<file path="config.mk">
export PLATFORM = sky130hd
export DESIGN_NAME = register_read
export DESIGN_NICKNAME = d
export VERILOG_FILES = /design/src/rtl/register_read.sv
export SDC_FILE = /design/constraint.sdc
export NUM_CORES = 2
export LEC_CHECK = 0
export CAP_MARGIN = 25
export CELL_PAD_IN_SITES_DETAIL_PLACEMENT = 1
export CELL_PAD_IN_SITES_GLOBAL_PLACEMENT = 2
export CORE_ASPECT_RATIO = 2
export CORE_UTILIZATION = 44
export CTS_CLUSTER_DIAMETER = 60
export DETAILED_ROUTE_END_ITERATION = 12
export PLACE_DENSITY_LB_ADDON = 0.1
export SETUP_SLACK_MARGIN = 0.2
export SYNTH_ARGS = -nofsm -noshare
export SYNTH_HDL_FRONTEND = slang
export SYNTH_SLANG_ARGS = --single-unit
</file>
<file path="constraint.sdc">
create_clock -name clk -period 3.07 [get_ports clk]
set_clock_uncertainty 0.15 [all_clocks]
set_input_delay 0.921 -clock clk [delete_from_list [all_inputs] [get_ports clk]]
set_output_delay 0.921 -clock clk [all_outputs]
set_load 0.02 [all_outputs]
</file>
<file path="src/rtl/register_read.sv">
// Register file read stage: 31x32 GPRs with optional write-back forwarding, ID/EX operand
// latch, and load-use hazard detection that inserts single-cycle bubbles.
module register_read #(
  parameter int unsigned BYPASS = 1
) (
  input  logic        clk,
  input  logic        reset,
  input  logic        RegWrite,
  input  logic [4:0]  Write_register,
  input  logic [31:0] Write_data,
  input  logic        id_valid,
  input  logic [4:0]  Read_register1,
  input  logic [4:0]  Read_register2,
  input  logic        id_MemRead,
  input  logic [4:0]  id_Dest,
  input  logic        flush,
  output logic [31:0] Read_data1,
  output logic [31:0] Read_data2,
  output logic        ex_valid,
  output logic        ex_MemRead,
  output logic [4:0]  ex_Dest,
  output logic        hazard_stall,
  output logic [15:0] stall_count
);

  // Entry 0 is never written, so it stays at its reset value of zero.
  logic [31:0] rf_q [32];

  logic [31:0] read_data1_q, read_data1_d;
  logic [31:0] read_data2_q, read_data2_d;
  logic        ex_valid_q, ex_valid_d;
  logic        ex_mem_read_q, ex_mem_read_d;
  logic [4:0]  ex_dest_q, ex_dest_d;
  logic [15:0] stall_count_q, stall_count_d;

  logic        wr_en;
  logic        fwd1, fwd2;
  logic [31:0] op1, op2;

  assign wr_en = RegWrite && (Write_register != 5'd0);
  assign fwd1  = (BYPASS != 0) && wr_en && (Write_register == Read_register1);
  assign fwd2  = (BYPASS != 0) && wr_en && (Write_register == Read_register2);

  always_comb begin
    op1 = rf_q[Read_register1];
    op2 = rf_q[Read_register2];
    if (fwd1) op1 = Write_data;
    if (fwd2) op2 = Write_data;
  end

  assign hazard_stall = ex_valid_q && ex_mem_read_q && (ex_dest_q != 5'd0) && id_valid &&
                        ((ex_dest_q == Read_register1) || (ex_dest_q == Read_register2));

  always_comb begin
    read_data1_d  = read_data1_q;
    read_data2_d  = read_data2_q;
    ex_valid_d    = ex_valid_q;
    ex_mem_read_d = ex_mem_read_q;
    ex_dest_d     = ex_dest_q;
    stall_count_d = stall_count_q;
    if (flush) begin
      ex_valid_d    = 1'b0;
      ex_mem_read_d = 1'b0;
      ex_dest_d     = 5'd0;
    end else if (hazard_stall) begin
      ex_valid_d    = 1'b0;
      ex_mem_read_d = 1'b0;
      ex_dest_d     = 5'd0;
      if (stall_count_q != 16'hFFFF) stall_count_d = stall_count_q + 16'd1;
    end else begin
      ex_valid_d    = id_valid;
      ex_mem_read_d = id_MemRead && id_valid;
      ex_dest_d     = id_valid ? id_Dest : 5'd0;
      read_data1_d  = op1;
      read_data2_d  = op2;
    end
  end

  // Write-back is independent of flush/stall.
  always_ff @(posedge clk or negedge reset) begin
    if (!reset) begin
      for (int i = 0; i < 32; i++) rf_q[i] <= '0;
    end else if (wr_en) begin
      rf_q[Write_register] <= Write_data;
    end
  end

  always_ff @(posedge clk or negedge reset) begin
    if (!reset) begin
      read_data1_q  <= '0;
      read_data2_q  <= '0;
      ex_valid_q    <= 1'b0;
      ex_mem_read_q <= 1'b0;
      ex_dest_q     <= '0;
      stall_count_q <= '0;
    end else begin
      read_data1_q  <= read_data1_d;
      read_data2_q  <= read_data2_d;
      ex_valid_q    <= ex_valid_d;
      ex_mem_read_q <= ex_mem_read_d;
      ex_dest_q     <= ex_dest_d;
      stall_count_q <= stall_count_d;
    end
  end

  assign Read_data1  = read_data1_q;
  assign Read_data2  = read_data2_q;
  assign ex_valid    = ex_valid_q;
  assign ex_MemRead  = ex_mem_read_q;
  assign ex_Dest     = ex_dest_q;
  assign stall_count = stall_count_q;

endmodule

</file>
==> key figures <==
STA
  – Final period util: 1.06
  – Worst-Margin Slew: 774 ps
  – Fin. Hold Viols: 0
  – Final setup violation count: 1
  – RSZ-0062 raised after global routing: yes
  – Final WS setup: -175 ps
  – Setup TNS Final: -175 ps
  – Max-slew violation count: 0
  – Max frequency: 308 MHz
  – Minimum clock period: between 3000 and 4000 ps
  – Relative slew slack: 0.483

Place
  – Placer congestion estimate: roughly 0.85
  – Post-DP Area: 0.0671 mm²
  – Dpl cells: between 6000 and 7000
  – Pre-CTS worst setup slack: -1040 ps
  – HPWL Detailed: 158000 µm
  – Port bufs: 145

Clocking
  – H-tree level count: 3
  – CTS buffer count: 105
  – Max Buffers Root-to-Sink: 3
  – Reg clk slew, reported paths: approximately 60 ps
  – Worst skew pair latency: approximately 740 ps
  – Sink Count: about 1100
  – CTS tree: done
  – Root Driver: clkbuf_16

Setup path
  – Reg2reg end: stall_count[11]
  – CP required: 2000 ps
  – R2r worst-path depth: 11
  – Crit path max-delay family: buffers and inverters
  – WP buf/inv: 3
  – CP max stage cell: a22oi_2
  – Worst reg2reg path startpoint: ex_Dest[2]
  – Most frequent cell on the critical path: buf_6
  – Setup CP Type: primary input to output port
  – Crit end category: output port
  – Crit path max fanout: 3
  – Worst path depth: 7
  – Setup crit end: hazard_stall
  – Crit path launch type: primary input
  – Critical Path Max Stage Delay: 310 ps
  – Critical Path Start: Read_register1[4]
  – CP Cell Sequence: clkdlybuf4s15_1 -> buf_6 -> xor2_1 -> nor3_2 -> a22oi_2 -> nor2_2 -> buf_6
  – R2R setup slack: approximately 340 ps
  – CP arrival: 2170 ps

GRT
  – Antenna violations before repair: 6
  – Vias in the first global route: 47200
  – Largest net degree at the start of global routing: 101
  – Overflow left after global routing: 0
  – First-pass GRT wire length: 336000 µm
  – Tot GR Track Use: 0.345

Detailed routing
  – Final wirelength: 232000 µm
  – Vias: 43100
  – Vias/cell: 6.31
  – Routed wire length per instance: 34.0 µm
  – DRC viols: 40
  – Routed Antenna Nets: 0
  – First-pass DRT Iterations: 9
  – DRT iter0 DRCs: approximately 2800

Power and ir drop
  – Pwr Density: 598 mW/mm²
  – Peak supply drop: 0.528 mV
  – P_leak: 32.5 nW
  – Total power: approximately 42 mW

Run
  – Number of max-cap violations: 0

Status
  – Status: finished, violations left
  – Failing checks: design-rule violations, negative setup slack

Synthesis
  – Synth Flop Type: dfrtp_1
  – Post-Syn Instances: 4680
  – Syn Area/Cell: 12.6 µm²
  – Synth cell types: 48
  – Syn_nets: 4739
  – Synthesized flop and latch total: 1111
  – FFs w/ async S/R, synth: 1.00
  – Post-Syn Area: 0.0590 mm²
  – Post-synth EDFFs: 0
  – Sequential area share after synthesis: 0.471
  – Synth Warn #: 0

Floorplan
  – Initial Utilization: 0.445
  – Full die area: between 0.1 and 0.15 mm²
  – Die width: 261 µm
  – Total core area: about 0.13 mm²
  – Die height: 520 µm
  – # IOs: approximately 150
  – Floorplan row count: around 190

Final layout
  – Layout cells sized above 1: 0.373
  – Area of the multi-input gates: 0.0291 mm²
  – Layout Nets: 5075
  – FILL cells: 13200
  – Design area: 0.0706 mm²
  – Synthesis-to-layout area growth: 19.8%
  – FF+latch area: approximately 0.028 mm²
  – Non-Filler Instances: between 6000 and 7000

Hold path
  – Cells on Worst Hold Path: 0
  – Hold WC Path Type: flip-flop to flip-flop
-- sequential cells by signal, indices dropped and copies added, names as in the netlist --
register     count
stall_count     16
ex_Dest          5
rf_q          1024
Read_data1      32
ex_MemRead       1
ex_valid         1
Read_data2      32
-- cell usage after synthesis (22+ instances only) --
library cell	instances	share of area
mux2_2	920	0.18
dfrtp_1	1111	0.47
buf_2	95	0.0081
mux4_2	154	0.059
o21ai_0	105	0.0089
nand2_1	183	0.012
buf_4	70	0.0089
buf_6	23	0.0044
xor2_1	22	0.0033
nor4_1	56	0.0059
mux2i_1	763	0.13
a22oi_1	382	0.049
nor2_1	88	0.0056
clkbuf_1	287	0.018
a21oi_1	227	0.019
-- worst min path at each step --
stage | from | to | slack, ps
5_1_grt | rf_q[994] | rf_q[994] | 260
3_3_place_gp | rf_q[1004] | rf_q[1004] | 230
6_report | rf_q[995] | rf_q[995] | 250
2_1_floorplan | rf_q[1003] | rf_q[1003] | 290
4_1_cts | rf_q[1011] | rf_q[1011] | 250
3_5_place_dp | rf_q[1011] | rf_q[1011] | 230
-- kinds of logic after synthesis --
group	count (synthesis)	share of synthesized area
AND/OR/NAND/NOR	414	0.0330
XOR/XNOR	35	0.00520
AO/OA/AOI/OAI	779	0.0844
adder cells (fa/ha/maj)	1	0.000212
buffers and inverters	502	0.0417
multiplexers	1838	0.364
flip-flops	1111	0.471
-- worst register-to-register path, cell delays in order, from the launching register on --
cell,delay [ps]
dfrtp_2,400
buf_4,170
xor2_1,170
nor3_2,220
a22oi_2,160
buf_4,160
buf_4,120
buf_4,140
or3_4,430
buf_4,180
nor3_1,220
xor2_1,160
-- cell usage in the layout, fill, tap and decap left out, drive strengths merged, types with 13 or more instances in the layout --
cell and count:
clkinv 26, a22oi 382, nor2 90, inv 16, dlygate4sd2 41, o22ai 15
clkbuf 148, mux2i 763, nor4 58, clkdlybuf4s50 92, mux2 921, dfrtp 1111
and3 14, a21oi 227, nand2 183, a211oi 13, buf 582, mux4 154
nor2b 13, o21ai 115, nor3 16, xnor2 13, xor2 22
-- power by group --
part	internal (mW)	switching, mW
combinational	4.89	4.30
sequential	17.3	2.16
clock	7.42	6.16
-- metrics by stage --
step	hold WS, ps	utilization
2_1_floorplan	291	-
3_3_place_gp	226	0.505
3_5_place_dp	233	0.505
4_1_cts	248	0.532
5_1_grt	260	0.532
6_report	246	0.532
-- layout make-up --
| cell class | instances | area share |
|---|---|---|
| Tap cell | 1719 | 0.0304 |
| Sequential cell | 1111 | 0.394 |
| Clock buffer | 147 | 0.0424 |
| Inverter | 11 | 0.000585 |
| Multi-Input combinational cell | 3067 | 0.412 |
| Clock inverter | 45 | 0.00675 |
| Timing Repair Buffer | 720 | 0.114 |
| Antenna cell | 3 | 0.000106 |
-- what timing repair did --
action,4_1_cts,5_1_grt
endpoints found under the hold margin,10,0
gates resized for setup,63,17
buffers inserted,4,1
gates cloned,0,0
pin swaps,4,4
setup endpoints to repair,78,12
hold buffers,1,0
-- metal layers --
| metal | share of wire | global-route usage |
|---|---|---|
| met3 | 0.041 | 0.0434 |
| met2 | 0.52 | 0.608 |
| met1 | 0.38 | 0.406 |
| met4 | 0.058 | 0.181 |
| met5 | 0.00016 | 0 |
(Power assumes the default switching activity.)
